File: src/rtl/lvdc_bus_tracer_if.sv
// Snoop, control and drain signals of the LVDC memory-bus tracer.
// The bench drives through master; the tracer connects as slave.
interface lvdc_bus_tracer_if #(
  parameter int ADDR_W = 15,
  parameter int DATA_W = 26,
  parameter int DEPTH  = 16,
  parameter int TS_W   = 8
);
  localparam int CNT_W = $clog2(DEPTH) + 1;
  localparam int ENT_W = TS_W + ADDR_W + DATA_W;

  logic              mon_valid;
  logic [ADDR_W-1:0] mon_addr;
  logic [DATA_W-1:0] mon_data;
  logic              arm;
  logic              stop;
  logic              ring;
  logic [ADDR_W-1:0] trig_addr;
  logic [ADDR_W-1:0] trig_mask;
  logic              out_valid;
  logic              out_ready;
  logic [ENT_W-1:0]  out_data;
  logic [CNT_W-1:0]  count;
  logic [1:0]        state;
  logic              overflow;
  logic              done;

  modport master (
    output mon_valid, mon_addr, mon_data, arm, stop, ring, trig_addr, trig_mask, out_ready,
    input  out_valid, out_data, count, state, overflow, done
  );

  modport slave (
    input  mon_valid, mon_addr, mon_data, arm, stop, ring, trig_addr, trig_mask, out_ready,
    output out_valid, out_data, count, state, overflow, done
  );
endinterface

File: src/rtl/lvdc_bus_tracer.sv
// Memory-bus trace capture: arms, triggers on a masked address match, buffers
// timestamped {addr, data} samples and drains them oldest-first.
module lvdc_bus_tracer #(
  parameter int ADDR_W = 15,
  parameter int DATA_W = 26,
  parameter int DEPTH  = 16,
  parameter int TS_W   = 8
) (
  input  logic               clk,
  input  logic               rst_n,
  lvdc_bus_tracer_if.slave   bus
);
  localparam int PTR_W = $clog2(DEPTH);
  localparam int CNT_W = PTR_W + 1;
  localparam int ENT_W = TS_W + ADDR_W + DATA_W;
  localparam logic [CNT_W-1:0] FULL     = CNT_W'(DEPTH);
  localparam logic [CNT_W-1:0] FULL_M1  = CNT_W'(DEPTH - 1);
  localparam logic [TS_W-1:0]  TS_MAX   = '1;
  localparam logic [TS_W-1:0]  TS_ONE   = TS_W'(1);

  typedef enum logic [1:0] {
    S_IDLE    = 2'd0,
    S_ARMED   = 2'd1,
    S_CAPTURE = 2'd2,
    S_DONE    = 2'd3
  } state_t;

  state_t            state_q, state_d;
  logic [ENT_W-1:0]  mem_q [DEPTH];
  logic [PTR_W-1:0]  wr_ptr_q, wr_ptr_d;
  logic [PTR_W-1:0]  rd_ptr_q, rd_ptr_d;
  logic [CNT_W-1:0]  count_q, count_d;
  logic [TS_W-1:0]   ts_q, ts_d;
  logic              ring_q, ring_d;
  logic              ovf_q, ovf_d;

  logic              match;
  logic              trig_hit;
  logic              wr_en;
  logic              pop;
  logic              out_valid;
  logic [TS_W-1:0]   wr_ts;

  assign match = ((bus.mon_addr ^ bus.trig_addr) & bus.trig_mask) == '0;

  always_ff @(posedge clk or negedge rst_n) begin
    if (!rst_n) begin
      state_q <= S_IDLE;
    end else begin
      state_q <= state_d;
    end
  end

  // arm beats stop, stop beats the one-shot full condition
  always_comb begin
    state_d = state_q;
    if (bus.arm) begin
      state_d = S_ARMED;
    end else begin
      unique case (state_q)
        S_IDLE:    state_d = S_IDLE;
        S_ARMED:   if (bus.mon_valid && match) state_d = S_CAPTURE;
        S_CAPTURE: begin
          if (bus.stop) begin
            state_d = S_DONE;
          end else if (bus.mon_valid && !ring_q && count_q == FULL_M1) begin
            state_d = S_DONE;
          end
        end
        S_DONE:    state_d = S_DONE;
        default:   state_d = S_IDLE;
      endcase
    end
  end

  always_comb begin
    trig_hit  = !bus.arm && state_q == S_ARMED && bus.mon_valid && match;
    wr_en     = trig_hit || (!bus.arm && state_q == S_CAPTURE && bus.mon_valid);
    wr_ts     = (state_q == S_ARMED) ? '0 : ts_q;
    out_valid = state_q == S_DONE && count_q != '0;
    pop       = !bus.arm && out_valid && bus.out_ready;
  end

  always_comb begin
    wr_ptr_d = wr_ptr_q;
    rd_ptr_d = rd_ptr_q;
    count_d  = count_q;
    ts_d     = ts_q;
    ring_d   = ring_q;
    ovf_d    = ovf_q;
    if (bus.arm) begin
      wr_ptr_d = '0;
      rd_ptr_d = '0;
      count_d  = '0;
      ts_d     = '0;
      ring_d   = bus.ring;
      ovf_d    = 1'b0;
    end else begin
      if (state_q == S_CAPTURE && ts_q != TS_MAX) ts_d = ts_q + 1'b1;
      if (trig_hit) ts_d = TS_ONE;
      if (wr_en) begin
        wr_ptr_d = wr_ptr_q + 1'b1;
        // only ring mode can reach a write while full: drop the oldest entry
        if (count_q == FULL) begin
          rd_ptr_d = rd_ptr_q + 1'b1;
          ovf_d    = 1'b1;
        end else begin
          count_d  = count_q + 1'b1;
        end
      end else if (pop) begin
        rd_ptr_d = rd_ptr_q + 1'b1;
        count_d  = count_q - 1'b1;
      end
    end
  end

  always_ff @(posedge clk or negedge rst_n) begin
    if (!rst_n) begin
      wr_ptr_q <= '0;
      rd_ptr_q <= '0;
      count_q  <= '0;
      ts_q     <= '0;
      ring_q   <= 1'b0;
      ovf_q    <= 1'b0;
    end else begin
      wr_ptr_q <= wr_ptr_d;
      rd_ptr_q <= rd_ptr_d;
      count_q  <= count_d;
      ts_q     <= ts_d;
      ring_q   <= ring_d;
      ovf_q    <= ovf_d;
    end
  end

  always_ff @(posedge clk) begin
    if (wr_en) mem_q[wr_ptr_q] <= {wr_ts, bus.mon_addr, bus.mon_data};
  end

  assign bus.out_valid = out_valid;
  assign bus.out_data  = (count_q != '0) ? mem_q[rd_ptr_q] : '0;
  assign bus.count     = count_q;
  assign bus.state     = state_q;
  assign bus.overflow  = ovf_q;
  assign bus.done      = state_q == S_DONE;
endmodule
File: src/flat_wrapper.sv
// flat-port wrapper written by rule: the top's interface ports become plain ports
module lvdc_bus_tracer_flat 
#(
  parameter int ADDR_W = 15,
  parameter int DATA_W = 26,
  parameter int DEPTH  = 16,
  parameter int TS_W   = 8
)
  (clk, rst_n, bus_mon_valid, bus_mon_addr, bus_mon_data, bus_arm, bus_stop, bus_ring, bus_trig_addr, bus_trig_mask, bus_out_ready, bus_out_valid, bus_out_data, bus_count, bus_state, bus_overflow, bus_done);
  lvdc_bus_tracer_if #(.ADDR_W(ADDR_W), .DATA_W(DATA_W), .DEPTH(DEPTH), .TS_W(TS_W)) bus_i ();
  input  logic clk;
  input  logic rst_n;
  input wire logic [$bits(bus_i.mon_valid)-1:0] bus_mon_valid;
  input wire logic [$bits(bus_i.mon_addr)-1:0] bus_mon_addr;
  input wire logic [$bits(bus_i.mon_data)-1:0] bus_mon_data;
  input wire logic [$bits(bus_i.arm)-1:0] bus_arm;
  input wire logic [$bits(bus_i.stop)-1:0] bus_stop;
  input wire logic [$bits(bus_i.ring)-1:0] bus_ring;
  input wire logic [$bits(bus_i.trig_addr)-1:0] bus_trig_addr;
  input wire logic [$bits(bus_i.trig_mask)-1:0] bus_trig_mask;
  input wire logic [$bits(bus_i.out_ready)-1:0] bus_out_ready;
  output wire logic [$bits(bus_i.out_valid)-1:0] bus_out_valid;
  output wire logic [$bits(bus_i.out_data)-1:0] bus_out_data;
  output wire logic [$bits(bus_i.count)-1:0] bus_count;
  output wire logic [$bits(bus_i.state)-1:0] bus_state;
  output wire logic [$bits(bus_i.overflow)-1:0] bus_overflow;
  output wire logic [$bits(bus_i.done)-1:0] bus_done;
  assign bus_i.mon_valid = bus_mon_valid;
  assign bus_i.mon_addr = bus_mon_addr;
  assign bus_i.mon_data = bus_mon_data;
  assign bus_i.arm = bus_arm;
  assign bus_i.stop = bus_stop;
  assign bus_i.ring = bus_ring;
  assign bus_i.trig_addr = bus_trig_addr;
  assign bus_i.trig_mask = bus_trig_mask;
  assign bus_i.out_ready = bus_out_ready;
  assign bus_out_valid = bus_i.out_valid;
  assign bus_out_data = bus_i.out_data;
  assign bus_count = bus_i.count;
  assign bus_state = bus_i.state;
  assign bus_overflow = bus_i.overflow;
  assign bus_done = bus_i.done;
  lvdc_bus_tracer #(.ADDR_W(ADDR_W), .DATA_W(DATA_W), .DEPTH(DEPTH), .TS_W(TS_W)) u_core (.clk(clk), .rst_n(rst_n), .bus(bus_i));
endmodule
File: config.mk
export PLATFORM = sky130hd
export DESIGN_NAME = lvdc_bus_tracer_flat
export DESIGN_NICKNAME = d
export VERILOG_FILES = /design/src/rtl/lvdc_bus_tracer_if.sv /design/src/rtl/lvdc_bus_tracer.sv /design/src/flat_wrapper.sv
export SDC_FILE = /design/constraint.sdc
export NUM_CORES = 1
export LEC_CHECK = 0
export ABC_AREA = 1
export CORE_MARGIN = 3
export CORE_UTILIZATION = 49
export DETAILED_ROUTE_END_ITERATION = 6
export PLACE_DENSITY = 0.7
export SLEW_MARGIN = 20
export SYNTH_ARGS = -nofsm -noshare
export SYNTH_HDL_FRONTEND = slang
export SYNTH_SLANG_ARGS = --single-unit
File: constraint.sdc
create_clock -name clk -period 4.6 [get_ports clk]
set_clock_uncertainty 0.15 [all_clocks]
set_input_delay 1.38 -clock clk [delete_from_list [all_inputs] [get_ports clk]]
set_output_delay 1.38 -clock clk [all_outputs]
set_load 0.01 [all_outputs]
* Word level (Yosys, flattened, before mapping) *
Memories as Yosys holds them, arrays and structs flattened.
Index checks and enable logic that the tools add are counted.

storage, ports and cells
  input bits = 78
  RAM bits = 784
  memories = 1
  word-level logic and storage cells = 76
  flip-flop bits (word level) = 25
  output and inout port bits = 59

cells by class
  add/subtract/negate cells = 5
  bitwise logic cells = 2
  muxes and demuxes = 25
  reductions and logical operators = 26
  equality and inequality tests = 10

memories
  name          depth  bits a word  read ports  clocked after memory_dff  write ports  RTL line               text
  u_core.mem_q  16     49           1           0                         1            lvdc_bus_tracer.sv:29  logic [ENT_W-1:0] mem_q [DEPTH];

operators with widths
  kind                   number
  $mux W49               1
  $mux W8                4
  $mux W4                6
  $mux W5                4
  $and A15 B15 Y15       1
  $logic_not A15 Y1      1
  $xor A15 B15 Y15       1
  $logic_and A1 B1 Y1    12
  $add A4 B1 Y4 const B  2
  $add A8 B1 Y8 const B  1
  $mux W2                4
  $ne A8 B8 Y1 const B   1
  $pmux W2 S4            1
  $reduce_and A2 Y1      4
  $ne A3 B3 Y1 const B   2
  $reduce_bool A3 Y1     2
  $add A5 B1 Y5 const B  1
  $eq A5 B4 Y1 const B   1
  $eq A5 B5 Y1 const B   1
  $mux W1                5
  $reduce_bool A5 Y1     1
  $sub A5 B1 Y5 const B  1
  $eq A2 B2 Y1 const B   2
  $ne A4 B3 Y1 const B   1
  6 further kinds        8

* Logic depth before layout (Yosys ltp) *
Gate-level depths: netlist of the first run.

  depth after elaboration = 7
  depth in mapped cells = 20
  depth with buffers taken out = 19

* Least setup slack after synthesis of the first run *
No wires, ideal clock.

  path kind = input -> register
  from = in bus_trig_addr[1]
  to = mem u_core.mem_q[13][0] (netlist bit), enable pin
  data arrival time = 4.369 ns
  required time = 3.994 ns
  path buffers = 1
  slack = -0.375 ns
  cell stages on the path = 9
  library setup time = 0.456 ns
  cell sequence = or2_1 -> nand3_2 -> nand3_2 -> nor2_2 -> nand3_2 -> nand2_4 -> buf_8 -> nand2_1 -> nor2_1

on the way
  word-level cells in the longest chain between the ends = 7

ends and longest elaborated chain
  item                           RTL line                text
  start, declared                flat_wrapper.sv:19      input wire logic [$bits(bus_i.trig_addr)-1:0] bus_trig_addr;
  $xor A15 B15 Y15               lvdc_bus_tracer.sv:44   assign match = ((bus.mon_addr ^ bus.trig_addr) & bus.trig_mask) == '0;
  $and A15 B15 Y15               lvdc_bus_tracer.sv:44
  $logic_not A15 Y1              lvdc_bus_tracer.sv:44
  $logic_and A1 B1 Y1            lvdc_bus_tracer.sv:77   trig_hit = !bus.arm && state_q == S_ARMED && bus.mon_valid && match;
  $logic_or A1 B1 Y1             lvdc_bus_tracer.sv:78   wr_en = trig_hit || (!bus.arm && state_q == S_CAPTURE && bus.mon_valid);
  $mux W1                        lvdc_bus_tracer.sv:136  if (wr_en) mem_q[wr_ptr_q] <= {wr_ts, bus.mon_addr, bus.mon_data};
  $mux W1 (implied by the code)  lvdc_bus_tracer.sv:136
  end, declared                  lvdc_bus_tracer.sv:29

Every way passes these cells.

* Final worst setup path of the first run *
  from = reg u_core.rd_ptr_q[0]
  to = out bus_out_data[24]

on the way
  word-level cells in the longest chain between the ends = 2

ends and longest elaborated chain
  item                    RTL line                text
  start, declared         lvdc_bus_tracer.sv:31   logic [PTR_W-1:0] rd_ptr_q, rd_ptr_d;
  start signal, assigned  lvdc_bus_tracer.sv:127  rd_ptr_q <= rd_ptr_d;
  $mem_v2 Z16 W49         --
  $mux W49                lvdc_bus_tracer.sv:140  assign bus.out_data = (count_q != '0) ? mem_q[rd_ptr_q] : '0;
  end, declared           flat_wrapper.sv:23      output wire logic [$bits(bus_i.out_data)-1:0] bus_out_data;

Every way passes these cells.

==> run summary, run 1 <==
ANT cells - 0
clk_lat worst skew - 0.62 ns
P&R area growth vs syn - 18.97%
top post-synthesis cells by area - edfxtp_1 73%, o21ai_0 6.0%, nor2_1 5.9%
Detailed Routing Iterations Pass 1 - 7
Worst slew margin - 25.03%
antenna-violating nets left - 0
total core area - 0.06481 mm2
worst r2r path cells - 7
Post-DP HPWL - 45420 um
pwr dens - 486.9 mW/mm2
status - complete, but fails checks
Yosys warning total - 0
Crit path arrival time - 3.10 ns
TritonCTS clock tree - done
Worst Max-Slew Pin Slew - 1.120 ns
number of I/O pins - 137
FP Rows - 93
Max Cap Violations - 0
layout cells sized above 1 - 10.95%
I/O Buffers - 136
fin nets - 2693
first-pass GRT wire length - 126600 um
Synth Instances - 2437
Mean Syn Cell Area - 13.25 um2
Avg WL per Cell - 24.09 um
most frequent cells in the layout - 784 x edfxtp_1, 485 x nor2_1, 384 x o21ai_0
Area after DPL - 0.03542 mm2
CP Launch Type - flip-flop
Yosys reg bits - 809
met2 GRT Util - 39.45%
Crit Path Max Fanout - 32
largest net degree at the start of global routing - 91
Worst R2R Start - u_core.bus.state[1]
Tmin final - 4.629 ns
unrepaired setup endpoints after global routing - yes
fin crit share - 100.6%
sequential share of the synthesized area - 74.82%
Worst Setup SP - u_core.rd_ptr_q[0]
# DRC - 0
min-delay worst type - reg2reg
crit end category - primary output
initial antenna violation count - 3
Die Ht - 262.7 um
final core utilization - 59.29%
CTS clock-pin slew for the worst setup and hold paths - 0.06 ns
GR peak layer - met2
GR Overflow Total - 0
final wirelength - 84810 um
fin area - 0.03843 mm2
most common cell after layout, fill and taps aside - edfxtp_1
die area - 0.06903 mm2
Initial Util - 49.83%
Fin. Hold Viols - 0
placer congestion estimate - 0.8051
failing checks - negative setup slack
maximum vdd drop - 0.3002 mV
Yosys top cell by area - edfxtp_1
worst setup margin - -0.02894 ns
via count - 21550
syn_nets - 2526
CP required - 3.07 ns
H-tree levels - 3
worst setup path end - bus_out_data[24]
cts bufs inserted - 79
Max Slew Vio Count - 0
Setup TNS Final - -0.09316 ns
clk buf depth - 3
critical path type - reg2out
flop2flop setup slack - 1.85 ns
DR iter-0 viols - 2338
met3 GRT Util - 4.485%
CTS sink cnt - 809
share of the synthesized area in the top cell type - 72.89%
GRT Util Overall - 23.81%
Syn Std Cell Area - 0.03230 mm2
Fmax achieved - 216.0 MHz
vias in the first global route - 21040
met1 GRT Util - 32.06%
worst reg2reg path endpoint - u_core.mem_q[0][25]
final setup fails - 4
LEAKAGE - 12.80 nW
Unique masters post-synth - 35
clk root buf - clkbuf_16
die width - 262.7 um
drt via density - 6.120
routing by layer:
layer / share of wire, % / up-vias
li1: - / 9493
met1: 39 / 10770
met2: 49 / 1141
met3: 9.2 / 149
met4: 2.3 / 2
met5: 0.015 / -
power by group:
part,leakage [nW],switching [mW],internal (mW)
logic,4.11,2.49,1.64
registers,7.44,0.0701,8.10
clock network,1.25,2.70,3.71
total,12.8,5.26,13.5
metrics by stage:
stage	cells	total power [mW]	hold WS, ns	worst slack (ns)
6_report	3521	18.71	0.3324	-0.02894
3_3_place_gp	3366	12.07	0.3179	-0.07129
4_1_cts	3516	18.68	0.3332	-0.07178
2_1_floorplan	2437	10.41	0.2935	-0.3749
5_1_grt	3521	19.38	0.3544	-0.1437
3_5_place_dp	3366	12.16	0.3198	-0.1091
registers in the layout, indices dropped and copies added (netlist names):
register             count
u_core.bus.count         5
u_core.rd_ptr_q          4
u_core.ring_q            1
u_core.ts_q              8
u_core.bus.overflow      1
u_core.bus.state         2
u_core.mem_q           784
u_core.wr_ptr_q          4
Yosys cell counts, drive strengths merged:
cell type / count
edfxtp: 784
nor2: 506
o21ai: 427
o221ai: 142
nand3: 100
nand2: 90
buf: 89
clkbuf: 81
a21oi: 57
o22ai: 54
inv: 46
dfrtp: 25
ha: 10
xor2: 8
nor3: 7
nand4: 3
nor4: 2
or2: 2
clkinv: 1
fa: 1
o41ai: 1
xnor2: 1
worst max-delay path: stages, from the launching register on:
cell,delay (ns)
dfrtp_4,0.58
clkinv_8,0.12
buf_4,0.34
o21ai_0,0.18
o221ai_1,0.18
nand3_1,0.10
a21oi_1,0.33
clkdlybuf4s50_1,0.61
cell families (layout without fill, tap and decap cells):
logic type / count (synthesis) / in the layout / share of synthesized area, %
DFF: 809 / 809 / 74.82
and+or+nand+nor: 710 / 710 / 8.875
AOI/OAI and AO/OA: 681 / 681 / 12.43
buffers and inverters: 217 / 446 / 3.173
adders and majority gates: 11 / 11 / 0.4494
xor gates and xnor gates: 9 / 9 / 0.2441
worst min path at each step:
stage                  start             to  slack, ns  depth (start not counted)
3_5_place_dp   u_core.ring_q  u_core.ring_q       0.32                          2
3_3_place_gp   u_core.ring_q  u_core.ring_q       0.32                          2
6_report       u_core.ring_q  u_core.ring_q       0.33                          2
4_1_cts        u_core.ring_q  u_core.ring_q       0.33                          2
2_1_floorplan  u_core.ring_q  u_core.ring_q       0.29                          2
5_1_grt        u_core.ring_q  u_core.ring_q       0.35                          2
layout make-up:
class	instances	area (um2)
Clock inverter	47	450.4
Inverter	47	202.7
Fill cell	4772	26390
Clock buffer	96	2105
Tap cell	855	1070
Sequential cell	809	24180
Multi-Input combinational cell	1411	7322
Timing Repair Buffer	256	3097
timing repair:
action | CTS | global route
pin swaps | 0 | 3
hold buffers | 0 | 0
endpoints found under the setup margin | 41 | 46
gates resized for setup | 23 | 31
gates cloned | 4 | 2
buffers inserted | 3 | 3
Note: power is estimated with default switching activity, not from simulation.
==> inputs of run 2 (changes only) <==
--- a/config.mk
+++ b/config.mk
@@ -7,9 +7,9 @@
 export LEC_CHECK = 0
 export ABC_AREA = 1
 export CORE_MARGIN = 3
-export CORE_UTILIZATION = 49
+export CORE_UTILIZATION = 55
 export DETAILED_ROUTE_END_ITERATION = 6
-export PLACE_DENSITY = 0.7
+export PLACE_DENSITY = 0.76
 export SLEW_MARGIN = 20
 export SYNTH_ARGS = -nofsm -noshare
 export SYNTH_HDL_FRONTEND = slang
==> run summary, run 2 (synthesis gave the netlist of run 1 again) <==
Fmax achieved - 220.1 MHz (+1.9%)
largest net degree at the start of global routing - 105 (+15%)
cts bufs inserted - 80 (+1.3%)
maximum vdd drop - 0.3767 mV (+25%)
clk_lat worst skew - 0.61 ns (about the same)
Fin. Hold Viols - 0 (unchanged)
clk buf depth - 3 (unchanged)
slowest CP cell - clkdlybuf4s50_1
Detailed Routing Iterations Pass 1 - 5 (-2)
antenna-violating nets left - 0 (unchanged)
first-pass GRT wire length - 126400 um (-0.17%)
H-tree levels - 3 (unchanged)
vias in the first global route - 21500 (+2.2%)
DR iter-0 viols - 2920 (+25%)
Crit Path Max Fanout - 52 (+63%)
most common cell after layout, fill and taps aside - edfxtp_1
Initial Util - 55.77% (+5.9 points)
fin crit share - 98.76% (-1.9 points)
Die Ht - 248.3 um (-5.5%)
final setup fails - 0 (-4)
CTS clock-pin slew for the worst setup and hold paths - 0.06 ns (about the same)
Design Power - 18.81 mW (+0.56%)
CP required - 3.07 ns (about the same)
# DRC - 0 (unchanged)
die width - 248.3 um (-5.5%)
Avg WL per Cell - 25.53 um (+6.0%)
Post-CTS Hold Buffers - 0 (unchanged)
Most flops, register - u_core.mem_q
crit-path cells - buf_4 > clkbuf_16 > o21ai_0 > o221ai_1 > nand3_1 > a21oi_4 > clkdlybuf4s50_1
CTS sink cnt - 809 (unchanged)
CP Launch Type - flip-flop
final wirelength - 88130 um (+3.9%)
I/O Buffers - 136 (unchanged)
Worst Max-Slew Pin Slew - 1.040 ns (-0.08005 ns)
Worst R2R Start - u_core.bus.state[0]
via count - 22150 (+2.8%)
final core utilization - 66.78% (+7.5 points)
Max Slew Vio Count - 0 (unchanged)
status - completed
GRT Util Overall - 27.34% (+3.5 points)
P&R area growth vs syn - 19.74%
TritonCTS clock tree - done
placer congestion estimate - 0.8740 (+8.6%)
Worst slew margin - 30.38% (+5.4 points)
crit-path max cell delay - 0.59 ns (-0.02 ns)
Tmin final - 4.543 ns (-0.08582 ns)
total core area - 0.05792 mm2 (-11%)
most frequent cells in the layout - 784 x edfxtp_1, 483 x nor2_1, 384 x o21ai_0
FP Rows - 88 (-5.4%)
crit end category - primary output
die area - 0.06167 mm2 (-11%)
initial antenna violation count - 1 (-2)
worst setup path end - bus_out_data[23]
drt via density - 6.417 (+4.9%)
LEAKAGE - 13.04 nW (+1.9%)
min-delay worst type - reg2reg
number of I/O pins - 137 (unchanged)
fill count - 3848 (-19%)
layout cells sized above 1 - 11.88% (+0.92 points)
worst reg2reg path endpoint - u_core.mem_q[14][41]
clk root buf - clkbuf_16
flop2flop setup slack - 2.04 ns (+0.19 ns)
Largest register FFs - 784 (unchanged)
Max Cap Violations - 0 (unchanged)
Post-DP HPWL - 47630 um (+4.9%)
unrepaired setup endpoints after global routing - yes
worst r2r path cells - 9 (+2)
critical path type - reg2out
GR Overflow Total - 0 (unchanged)
fin nets - 2713 (+0.74%)
Worst Setup SP - u_core.rd_ptr_q[1]
Crit path arrival time - 3.01 ns (-0.09 ns)
pwr dens - 486.4 mW/mm2 (about the same)
[run 2: cell types whose count changed in the layout (fill, tap and decap cells not counted), sizes merged, moves of 2 or more]
cell           before  now
dlymetal6s2s       13   25
clkdlybuf4s50     121  107
clkinv             36   29
bufbuf              3    1
clkbuf             98  116
dlygate4sd2         2    4
bufinv              8    4
buf               115  129
[run 2: worst min-delay path by stage]
stage	cells past startpoint	slack, ns	startpoint	end
3_5_place_dp	2	0.35	u_core.ring_q	u_core.ring_q
4_1_cts	2	0.36	u_core.ring_q	u_core.ring_q
3_3_place_gp	2	0.31	u_core.ring_q	u_core.ring_q
5_1_grt	2	0.40	u_core.ring_q	u_core.ring_q
2_1_floorplan	2	0.29	u_core.ring_q	u_core.ring_q
6_report	2	0.35	u_core.ring_q	u_core.ring_q
[run 2: report_power, final]
| group | leakage [nW] | internal (mW) | switching, mW |
|---|---|---|---|
| clock | 1.18 | 3.55 | 2.68 |
| combinational | 4.42 | 1.68 | 2.75 |
| sequential | 7.44 | 8.10 | 0.0599 |
[run 2: routing by layer]
metal	part of all wire (%)	track usage (%)
met5	0	0
met4	3.6	11.09
met3	11	4.543
met2	48	44.01
met1	37	37.62
[run 2: layout make-up]
cell class	instances	area, um2	area share (%)
sequential	809	24180	62.52
multi-input combinational	1411	7421	19.19
timing repair buffer	274	3415	8.828
clock buffer	108	2181	5.639
tap	765	957.2	2.475
clock inverter	36	282.8	0.7311
inverter	47	222.7	0.5758
timing repair inverter	1	16.27	0.04205
antenna	1	2.502	0.006470
[run 2: what timing repair did]
| item | 4_1_cts | 5_1_grt |
|---|---|---|
| cloned | 4 | 8 |
| pin swaps | 4 | 13 |
| endpoints found under the setup margin | 46 | 44 |
| gates resized for setup | 43 | 68 |
| setup buffers | 6 | 6 |
| hold endpoints to repair | 0 | 0 |
[run 2: worst max-delay path: cells and delay by family (launching register included)]
family          cells  cell delay (ns)
flops               1             0.53
simple gates        1             0.18
compound gates      3             0.63
buf+inv             3             1.04
[run 2: through the flow]
step | setup TNS [ns] | instance area (um2) | setup slack [ns] | hold WS [ns] | std cells
2_1_floorplan | -263.52 | 32300 | -0.3749 | 0.2935 | 2437
3_3_place_gp | 0 | 35370 | 0.1968 | 0.3101 | 3283
3_5_place_dp | 0 | 35370 | 0.1079 | 0.3457 | 3283
4_1_cts | -0.2560 | 38170 | -0.09092 | 0.3606 | 3437
5_1_grt | -0.07884 | 38670 | -0.03493 | 0.4044 | 3451
6_report | 0 | 38680 | 0.05689 | 0.3536 | 3452
==> inputs of run 3 (changes only) <==
--- a/config.mk
+++ b/config.mk
@@ -10,6 +10,7 @@
 export CORE_UTILIZATION = 55
 export DETAILED_ROUTE_END_ITERATION = 6
 export PLACE_DENSITY = 0.76
+export RECOVER_POWER = 25
 export SLEW_MARGIN = 20
 export SYNTH_ARGS = -nofsm -noshare
 export SYNTH_HDL_FRONTEND = slang
==> run summary, run 3 (synthesis gave the netlist of run 1 again) <==
GR peak layer - met2
Detailed Routing Iterations Pass 1 - 6 (+1)
Design Power - 18.80 mW (about the same)
total core area - 0.05792 mm2 (unchanged)
met2 GRT Util - 44.01% (unchanged)
number of I/O pins - 137 (unchanged)
CTS sink cnt - 809 (unchanged)
GRT Util Overall - 27.34% (unchanged)
cts bufs inserted - 80 (unchanged)
status - completed
Largest register FFs - 784 (unchanged)
Max Cap Violations - 0 (unchanged)
Avg WL per Cell - 25.58 um (+0.19%)
Worst Max-Slew Pin Slew - 1.273 ns (+0.2329 ns)
DR iter-0 viols - 2961 (+1.4%)
Post-CTS Hold Buffers - 0 (unchanged)
final setup fails - 0 (unchanged)
crit-path max cell delay - 0.57 ns (-0.02 ns)
Most flops, register - u_core.mem_q
die area - 0.06167 mm2 (unchanged)
drt via density - 6.416 (about the same)
Crit path arrival time - 3.01 ns (about the same)
P&R area growth vs syn - 19.46%
Die Ht - 248.3 um (unchanged)
Crit path max-delay family - buffers and inverters
hold slack - 0.3579 ns (+0.004245 ns)
Fin. Hold Viols - 0 (unchanged)
Placed Instances - 3283 (unchanged)
vias in the first global route - 21500 (unchanged)
worst setup margin - 0.05976 ns (+0.002870 ns)
Initial Util - 55.77% (unchanged)
met1 GRT Util - 37.62% (unchanged)
pwr dens - 487.1 mW/mm2 (+0.15%)
clk buf depth - 3 (unchanged)
pre-CTS setup slack - 0.1079 ns (unchanged)
worst path bufs/invs - 3 (unchanged)
first-pass GRT wire length - 126400 um (unchanged)
slowest CP cell - clkdlybuf4s50_1
most common cell after layout, fill and taps aside - edfxtp_1
I/O Buffers - 136 (unchanged)
met3 GRT Util - 4.543% (unchanged)
fin nets - 2713 (unchanged)
Finished Layout Cells - 3452 (unchanged)
CP Launch Type - flip-flop
crit-path cells - buf_6 > buf_16 > o21ai_0 > o22ai_1 > nor2_1 > nor2_1 > o21ai_0 > a21oi_1 > clkdlybuf4s50_1
Post-DP HPWL - 47630 um (unchanged)
placer congestion estimate - 0.8740 (unchanged)
most frequent cells in the layout - 784 x edfxtp_1, 488 x nor2_1, 384 x o21ai_0
CTS clock-pin slew for the worst setup and hold paths - 0.06 ns (about the same)
antenna-violating nets left - 0 (unchanged)
layout cells sized above 1 - 11.02% (-0.86 points)
Worst slew margin - 14.80% (-16 points)
via count - 22150 (-0.027%)
maximum vdd drop - 0.3777 mV (+0.27%)
H-tree levels - 3 (unchanged)
Crit Path Max Fanout - 26 (-50%)
die width - 248.3 um (unchanged)
final core utilization - 66.62% (-0.16 points)
initial antenna violation count - 4 (+3)
unrepaired setup endpoints after global routing - yes
Tmin final - 4.540 ns (-0.002870 ns)
clk_lat worst skew - 0.61 ns (about the same)
critical path type - reg2out
# DRC - 0 (unchanged)
largest net degree at the start of global routing - 105 (unchanged)
FP Rows - 88 (unchanged)
GR Overflow Total - 0 (unchanged)
min-delay worst type - reg2reg
Fmax achieved - 220.3 MHz (about the same)
clk root buf - clkbuf_16
crit end category - primary output
CP required - 3.07 ns (about the same)
final wirelength - 88300 um (+0.19%)
TritonCTS clock tree - done
Max Slew Vio Count - 0 (unchanged)
LEAKAGE - 12.98 nW (-0.48%)
fin crit share - 98.70% (about the same)
[run 3: cell types whose count changed in the layout (fill, tap and decap cells not counted)]
cell             previous run  this run
buf_12                     36        35
buf_4                      65        48
clkbuf_1                   24        42
clkdlybuf4s50_1           107        84
dlygate4sd3_1               0        23
nor2_1                    483       488
nor2_2                      6         1
[run 3: layout make-up]
| type | count | area, um2 |
|---|---|---|
| antenna | 1 | 2.502 |
| sequential | 809 | 24180 |
| timing repair inverter | 1 | 16.27 |
| clock buffer | 108 | 2181 |
| timing repair buffer | 274 | 3334 |
| inverter | 47 | 222.7 |
| multi-input combinational | 1411 | 7408 |
| fill | 3867 | 19330 |
| clock inverter | 36 | 282.8 |
| tap | 765 | 957.2 |
[run 3: where the power goes]
part | internal [mW] | switching (mW)
Sequential | 8.10 | 0.0595
Clock | 3.55 | 2.67
Combinational | 1.67 | 2.75
Total | 13.3 | 5.48
[run 3: worst paths after layout]
kind	slack, ns	cells after the start	endpoint	start
worst min-delay path	0.36	2	u_core.ring_q	u_core.ring_q
max in group asynchronous	2.45	1	u_core.rd_ptr_q[2]	rst_n
worst max-delay path	0.06	9	bus_out_data[4]	u_core.rd_ptr_q[1]
worst max register to register	2.04	10	u_core.mem_q[6][6]	u_core.bus.state[1]
worst min register to register	0.36	2	u_core.ring_q	u_core.ring_q
min in group asynchronous	1.15	1	u_core.bus.count[1]	rst_n
[run 3: what timing repair did]
| action | 4_1_cts | 5_1_grt |
|---|---|---|
| pin swaps | 4 | 13 |
| setup endpoints to repair | 46 | 44 |
| gates resized for setup | 43 | 68 |
| gates cloned | 4 | 8 |
| buffers inserted | 6 | 6 |
[run 3: per-layer routing]
layer	wire, um	share of wire, %
met4	3220	3.6
met1	32420	37
met3	10150	11
met5	0	0
met2	42500	48
[run 3: stage by stage]
stage / setup TNS (ns) / area, um2
2_1_floorplan: -263.52 / 32300
3_3_place_gp: 0 / 35370
3_5_place_dp: 0 / 35370
4_1_cts: -0.2560 / 38170
5_1_grt: -0.07884 / 38580
6_report: 0 / 38580
[run 3: worst register-to-register path: cells and delay by family, from the launching register on]
kind / cells / cell delay [ns]
buf+inv: 5 / 0.78
simple gates: 5 / 0.86
flops: 1 / 0.44
